<file path="config.mk">
export PLATFORM = sky130hd
export DESIGN_NAME = centroid_sorter
export DESIGN_NICKNAME = d
export VERILOG_FILES = /design/src/rtl/kmeans_pkg.sv /design/src/rtl/centroid_cmp_swap.sv /design/src/rtl/centroid_sorter.sv
export SDC_FILE = /design/constraint.sdc
export NUM_CORES = 1
export LEC_CHECK = 0
export BUFFER_PORTS_ARGS = -buffer_cell sky130_fd_sc_hd__buf_2
export CORE_ASPECT_RATIO = 1.2
export CORE_MARGIN = 2
export CORE_UTILIZATION = 40
export CTS_BUF_LIST = sky130_fd_sc_hd__clkbuf_8 sky130_fd_sc_hd__clkbuf_16
export DETAILED_ROUTE_END_ITERATION = 12
export PLACE_DENSITY = 0.61
export SLEW_MARGIN = 20
export SYNTH_ARGS = -nofsm -noshare
export SYNTH_HDL_FRONTEND = slang
export SYNTH_SLANG_ARGS = --single-unit
</file>
<file path="constraint.sdc">
create_clock -name clk -period 5.05 [get_ports clk]
set_input_delay 1.01 -clock clk [delete_from_list [all_inputs] [get_ports clk]]
set_output_delay 1.01 -clock clk [all_outputs]
set_load 0.1 [all_outputs]
</file>
<file path="src/rtl/kmeans_pkg.sv">
// Shared K-means definitions: result-set size, coordinate/word widths,
// centroid sorter state encoding and the {x,y} word packing helper.
package kmeans_pkg;

  localparam int unsigned K       = 4;
  localparam int unsigned COORD_W = 8;
  localparam int unsigned WORD_W  = 2 * COORD_W;

  typedef enum logic [1:0] {
    StIdle    = 2'd0,
    StCollect = 2'd1,
    StSort    = 2'd2,
    StEmit    = 2'd3
  } sorter_state_e;

  function automatic logic [WORD_W-1:0] pack_word(input logic [COORD_W-1:0] x,
                                                  input logic [COORD_W-1:0] y);
    return {x, y};
  endfunction

endpackage

</file>
<file path="src/rtl/centroid_cmp_swap.sv">
// Unsigned compare-swap cell: lo/hi ordering of two centroid words.
// Equal inputs pass straight through, which keeps the sort stable.
module centroid_cmp_swap
  import kmeans_pkg::*;
(
  input  logic [WORD_W-1:0] a_i,
  input  logic [WORD_W-1:0] b_i,
  output logic [WORD_W-1:0] lo_o,
  output logic [WORD_W-1:0] hi_o
);

  logic swap;

  assign swap = a_i > b_i;
  assign lo_o = swap ? b_i : a_i;
  assign hi_o = swap ? a_i : b_i;

endmodule

</file>
<file path="src/rtl/centroid_sorter.sv">
// Captures a K-word centroid burst, sorts it ascending by {x,y} with an
// odd-even transposition network and replays it on a valid/ready port.
module centroid_sorter
  import kmeans_pkg::*;
(
  input  logic              clk,
  input  logic              rst_n,
  input  logic              in_valid,
  input  logic [WORD_W-1:0] in_data,
  output logic              out_valid,
  input  logic              out_ready,
  output logic [WORD_W-1:0] out_data,
  output logic              out_last,
  output logic              busy,
  output logic              err_overrun
);

  localparam int unsigned CntW   = (K > 1) ? $clog2(K) : 1;
  localparam int unsigned PhaseW = $clog2(K + 1);

  sorter_state_e               state_q;
  logic [CntW-1:0]             cnt_q;
  logic [CntW-1:0]             idx_q;
  logic [PhaseW-1:0]           phase_q;
  logic [K-1:0][WORD_W-1:0]    word_q;
  logic [K-1:0][WORD_W-1:0]    even_next;
  logic [K-1:0][WORD_W-1:0]    odd_next;
  logic [K-1:0][WORD_W-1:0]    sort_d;
  logic                        out_valid_q;
  logic                        out_last_q;
  logic                        err_q;
  logic [WORD_W-1:0]           out_data_q;

  for (genvar p = 0; p < K / 2; p++) begin : g_even
    centroid_cmp_swap u_cs (
      .a_i  (word_q[2*p]),
      .b_i  (word_q[2*p+1]),
      .lo_o (even_next[2*p]),
      .hi_o (even_next[2*p+1])
    );
  end

  // Odd phase leaves both end words untouched.
  assign odd_next[0]   = word_q[0];
  assign odd_next[K-1] = word_q[K-1];
  for (genvar p = 0; p < K / 2 - 1; p++) begin : g_odd
    centroid_cmp_swap u_cs (
      .a_i  (word_q[2*p+1]),
      .b_i  (word_q[2*p+2]),
      .lo_o (odd_next[2*p+1]),
      .hi_o (odd_next[2*p+2])
    );
  end

  assign sort_d = phase_q[0] ? odd_next : even_next;

  always_ff @(posedge clk) begin
    if (!rst_n) begin
      state_q     <= StIdle;
      cnt_q       <= '0;
      idx_q       <= '0;
      phase_q     <= '0;
      word_q      <= '0;
      out_valid_q <= 1'b0;
      out_data_q  <= '0;
      out_last_q  <= 1'b0;
      err_q       <= 1'b0;
    end else begin
      unique case (state_q)
        StIdle: begin
          if (in_valid) begin
            word_q[0] <= in_data;
            cnt_q     <= CntW'(1);
            err_q     <= 1'b0;
            state_q   <= StCollect;
          end
        end
        StCollect: begin
          if (in_valid) begin
            word_q[cnt_q] <= in_data;
            if (cnt_q == CntW'(K - 1)) begin
              cnt_q   <= '0;
              phase_q <= '0;
              state_q <= StSort;
            end else begin
              cnt_q <= cnt_q + 1'b1;
            end
          end
        end
        StSort: begin
          if (in_valid) err_q <= 1'b1;
          // Phases 0..K-1 run on consecutive edges; the extra edge at phase K loads the output.
          if (phase_q == PhaseW'(K)) begin
            idx_q       <= '0;
            out_valid_q <= 1'b1;
            out_data_q  <= word_q[0];
            out_last_q  <= (K == 1);
            state_q     <= StEmit;
          end else begin
            word_q  <= sort_d;
            phase_q <= phase_q + 1'b1;
          end
        end
        StEmit: begin
          if (in_valid) err_q <= 1'b1;
          if (out_ready) begin
            if (idx_q == CntW'(K - 1)) begin
              out_valid_q <= 1'b0;
              out_data_q  <= '0;
              out_last_q  <= 1'b0;
              state_q     <= StIdle;
            end else begin
              idx_q      <= idx_q + 1'b1;
              out_data_q <= word_q[idx_q + 1'b1];
              out_last_q <= (idx_q == CntW'(K - 2));
            end
          end
        end
        default: state_q <= StIdle;
      endcase
    end
  end

  assign out_valid   = out_valid_q;
  assign out_data    = out_data_q;
  assign out_last    = out_last_q;
  assign busy        = (state_q != StIdle);
  assign err_overrun = err_q;

endmodule

</file>
# Word level (Yosys, flattened, before mapping)
# Cells that the tools add are included.
totals:
  wordCells: 113
  output_inout_bits: 20
  reg_bits: 92
  input_bits: 20
op_classes:
  n_lt_le_gt_ge: 6
  reduce_logical: 20
  add_sub_neg: 3
  eq_ne: 22
  muxes: 50
ops:
  columns: ["operator", "n"]
  rows:
  - ["$mux W16", 12]
  - ["$mux W64", 3]
  - ["$pmux W48 S2", 1]
  - ["$bwmux W64", 1]
  - ["$gt A16 B16 Y1", 3]
  - ["$pmux W16 S3", 1]
  - ["$bmux W16 S2", 1]
  - ["$demux W16 S2", 1]
  - ["$pmux W16 S2", 1]
  - ["$mux W2", 11]
  - ["$ne A2 B2 Y1 const B", 9]
  - ["$reduce_and A5 Y1", 3]
  - ["$reduce_and A4 Y1", 3]
  - ["$reduce_and A6 Y1", 2]
  - ["$eq A2 B2 Y1 const B", 5]
  - ["$reduce_bool A2 Y1", 5]
  - ["$mux W3", 3]
  - ["$ne A3 B2 Y1 const B", 3]
  - ["$reduce_and A3 Y1", 3]
  - ["$mux W1", 8]
  - ["$pmux W2 S2", 2]
  - ["$pmux W2 S4", 1]
  - ["$lt A2 B3 Y1 const B", 2]
  - ["$ne A2 B1 Y1 const B", 3]
  - ["11 further kinds", 14]

# Depth between registers and ports, before layout
logic_depth:
  depth_word: 7
  ltp_mapped: 11
  depth_no_buf: 8

# Hierarchy
# From an unflattened synthesis, not the netlist that was laid out.
hier_totals:
  hier_cells: 1174
  hier_area_um2: 9721.8
modules_own_cells:
  columns: ["mod", "seq_area_each_um2", "instances", "area_each_um2", "cells_per_inst"]
  rows:
  - ["centroid_sorter", 1841.8, 1, 5785.5, 603]
  - ["centroid_cmp_swap (g_even[0].u_cs ...)", 0.0, 2, 1541.5, 237]
  - ["centroid_cmp_swap (g_even[1].u_cs)", 0.0, 1, 853.3, 97]

# Least setup slack after synthesis
# OpenSTA, ideal clock, no wires.
synth_path:
  path_type: "reg-to-reg"
  from: "register phase_q[0]"
  to: "register word_q, in the netlist odd_next[10]"
  arrival_time_ns: 2.789
  n_path_buf: 4
  slack_ns: 2.182
  setup_time_ns: 0.079
  t_required_ns: 4.971
  path_stages_with_launch: 11
  period_less_slack_ns: 2.868
  cell_sequence: "dfxtp_1 -> buf_4 -> clkbuf_1 -> clkinv_1 -> clkbuf_1 -> ha_1 -> nand2_1 -> nor3b_1 -> clkbuf_1 -> a211oi_1 -> a211oi_2"
synth_via:
  elab_chain_cells: 3
  elab_cells_between_ends: 4
  classes_between: "eq/ne (3); reduce/logical (1)"
synth_rtl:
  columns: ["item", "line", "text"]
  rows:
  - ["start: declaration", "centroid_sorter.sv:24", "logic [PhaseW-1:0] phase_q;"]
  - ["start signal: assignment", "centroid_sorter.sv:101", "phase_q <= phase_q + 1'b1;"]
  - ["$eq A3 B3 Y1", "centroid_sorter.sv:93", "if (phase_q == PhaseW'(K)) begin"]
  - ["$ne A2 B2 Y1 (no line)", null, null]
  - ["$reduce_and A6 Y1 (no line) (*)", null, null]
  - ["end signal: indexed assignment", "centroid_sorter.sv:80", "word_q[cnt_q] <= in_data;"]
  - ["end signal: assignment", "centroid_sorter.sv:100", "word_q <= sort_d;"]
  - ["end: declaration", "centroid_sorter.sv:25", "logic [K-1:0][WORD_W-1:0] word_q;"]
# Every way passes the cells marked *; elsewhere a longest branch is shown, timed or not.
# A chain may end at the register's enable or synchronous reset.

# Final worst setup path
layout_path:
  from: "register phase_q[0]"
  to: "register word_q[18] (netlist bit)"
layout_via:
  elab_chain_cells: 3
  elab_cells_between_ends: 8
  classes_between: "eq/ne (4); mux (3); reduce/logical (1)"
layout_rtl:
  columns: ["item", "line"]
  rows:
  - ["$eq A3 B3 Y1 / $mux W64 (equally long branches)", "centroid_sorter.sv:93, centroid_sorter.sv:55"]
  - ["$ne A2 B2 Y1 (no line) / $mux W64 (equally long branches)", null]
  - ["$reduce_and A5 Y1 (no line) / $pmux W48 S2 (equally long branches)", null]
# Several ways; a longest one is shown, not always the timed one. The select of a mux whose other input is x is not followed.

==> metrics.md <==
| Metric | Value |
|---|---|
| Status | finished clean |
| Compound-Gate Fraction of Synth Area | 0.301 |
| Clock Tree Root | clkbuf_16 |
| Crit path max fanout | 53 |
| Max_cap viols | 0 |
| Max-slew violations | 0 |
| Worst-Skew Late Latency | 0.36 ns |
| Main combinational cell family by area after synthesis | compound AO/OA/AOI/OAI gates |
| Post-CTS sizing | 0 |
| Fin area | 7530 µm² |
| Final worst path period share | 0.643 |
| Mapped Nets | 879 |
| Placeable Area | between 15000 and 20000 µm² |
| Adder-cell share of the synthesized area | 0.111 |
| Worst vdd ir | 0.234 mV |
| Worst Skew | 0.00856 ns |
| Post-synthesis mux area share | 0.112 |
| Slew HR | 0.283 |
| Setup CP Type | reg -> reg |
| DRC | 0 |
| Mean Syn Cell Area | about 8.6 µm² |
| Initial Util | 0.407 |
| CTS tree | done |
| Final setup fails | 0 |
| Post-CTS Hold Fix Bufs | 0 |
| Remaining Overflow, GRT | 0 |
| Area Growth Syn to Fin | 9.76% |
| Clock buffer depth | 2 |
| Num CTS Buffers | 9 |
| Post-Synth XOR/XNOR Area | 0.00128 |
| Final core utilization | 0.447 |
| Top post-synthesis cells by area | dfxtp_1 (27%), ha_1 (11%), nand2_1 (6.7%), a211oi_1 (6.2%), a22o_1 (6.1%) |
| Slew @ Worst Pin | 1.07 ns |
| Layout Nets | 875 |
| Power Density | 505 nW/µm² |
| Netlist cell types | 60 |
| Final HPWL DP | 15300 µm |
| Pre-antenna DRT Iters | 7 |
| Worst hold path class | reg -> reg |
| Simple-gate share of the synthesized area | 0.131 |
| Layout cells sized above 1 | 0.154 |
| Total track usage | 0.242 |
| Gpl congestion | around 0.9 |
| Syn Inst Count | 798 |
| Final Critical Period | ~3.2 ns |
| Leakage | around 2.8 nW |
| Setup_tns | 0 ns |
| Commonest non-fill, non-tap cell in the layout | nand2_1 |
| H-tree levels | 3 |
| Clk sinks | 92 |
| Die W | ~120 µm |
| Crit end category | flop |
| Register area share after synthesis | 0.268 |
| Final wirelength | 21300 µm |
| Yosys top cell area share | 0.268 |
| Initial drt markers | 457 |
| Clk slew on worst S/H paths | 0.07 ns |
| Initial antenna violation count | 0 |
| Die span in y | 147 µm |
| Min Hold Slack | 0.463 ns |
| Most frequent cells in the layout | nand2_1 (122), dfxtp_1 (91), ha_1 (60) |
| First-pass GRT wire length | 33500 µm |
| Post CTS Setup Buffer Count | 0 |
| Vias in the first global route | ~5900 |
| WL/cell | 21.0 µm |
| Ys async rst share | 0 |
| Min-delay src | odd_next[52] |
| Die Area | roughly 18000 µm² |
| Unrepaired setup endpoints after global routing | no |
| Reg2Reg Launch Point | phase_q[0] |
| Flops & latches, synth | 92 |
| Mapped Area | 6860 µm² |
| Worst Setup SP | phase_q[0] |
| EDFF count, synth | 0 |
| PortBufs | 39 |
| Post-synth top flop | dfxtp_1 |
| Final hold vios | 0 |
| Max Clock Freq | 308 MHz |
| Largest net degree at the start of global routing | 67 |
| Crit path arrival time | 3.46 ns |
| Diodes inserted | 0 |
| Rows | 52 |
| Post-DRT Antenna Nets | 0 |
| Worst endpoint required time | about 5.3 ns |
| Startpoint types | flop |
| YS warnings | 0 |
| Top Ports | 40 |
| Vias per cell | 6.15 |
| Vias | about 6200 |
| Total power draw | 3.81 mW |
| Placement Cell Area | 7120 µm² |
| Synth area leader | dfxtp_1 |
## state kept, by name, summed over array words and instances, names as in the netlist
register	cells
word_q	32
out_last	1
err_overrun	1
out_data	16
state_q	2
cnt_q	2
phase_q	3
odd_next	32
out_valid	1
idx_q	2
## worst paths after layout
path | endpoint | slack, ns | cells past startpoint
max | word_q[18] | 1.80 | 7
min | odd_next[52] | 0.46 | 2
max reg2reg | word_q[18] | 1.80 | 7
min reg2reg | odd_next[52] | 0.46 | 2
## cell families (layout without fill, tap and decap cells)
| family | count (synthesis) | in the layout |
|---|---|---|
| compound gates | 260 | 260 |
| simple gates | 200 | 200 |
| buf+inv | 122 | 123 |
| flops | 92 | 92 |
| mux | 62 | 62 |
| fa+ha+maj | 61 | 61 |
| xor+xnor | 1 | 1 |
## metrics by stage
stage	worst slack, ns	cells
2_1_floorplan	2.18	798
5_1_grt	1.61	1015
4_1_cts	1.75	1015
3_5_place_dp	1.78	999
3_3_place_gp	1.84	999
6_report	1.80	1015
## metal layers
metal / share of wire / GRT usage / vias up / routed length [µm]
li1: - / - / 2966 / -
met1: 0.43 / 0.311 / 3016 / 9080
met2: 0.48 / 0.394 / 205 / 10200
met3: 0.047 / 0.0305 / 59 / 1010
met4: 0.049 / 0.122 / 0 / 1050
met5: 0 / 0 / - / 0
## worst max-delay path, stage by stage, from the launching register on
cell,delay (ns)
dfxtp_2,0.33
buf_4,0.49
nand2_1,0.23
a211o_1,0.28
or4_4,0.57
o31ai_4,0.58
a21o_2,0.46
a211oi_1,0.13
## cell type report
cell class                      instances  area [µm²]
Clock buffer                           10         239
Clock inverter                          6         159
Fill cell                            1673        9320
Inverter                               59         221
Multi-Input combinational cell        584        4530
Sequential cell                        92        1840
Tap cell                              216         270
Timing Repair Buffer                   48         263
## synthesized netlist by cell type, drive strengths merged, types with 3 or more instances
cell    instances
buf            19
dfxtp          92
a21boi          3
a22o           48
mux2           16
a211oi         68
nor2           24
inv            58
nor2b          24
o31ai           4
a22oi          28
o21ai          27
a32o           16
nand2         122
a21o            8
nor4            4
mux4           10
nand4           8
mux2i          36
nor3            5
a21oi          33
clkbuf         44
a222oi          6
nor3b           3
ha             61
## power by group
part / internal, mW / total [mW] / switching, mW / leakage, nW
clock network: 0.599 / 0.915 / 0.317 / 0.193
logic: 0.667 / 1.89 / 1.22 / 1.89
registers: 0.828 / 1.00 / 0.171 / 0.747
Note: power is estimated with default switching activity, not from simulation.
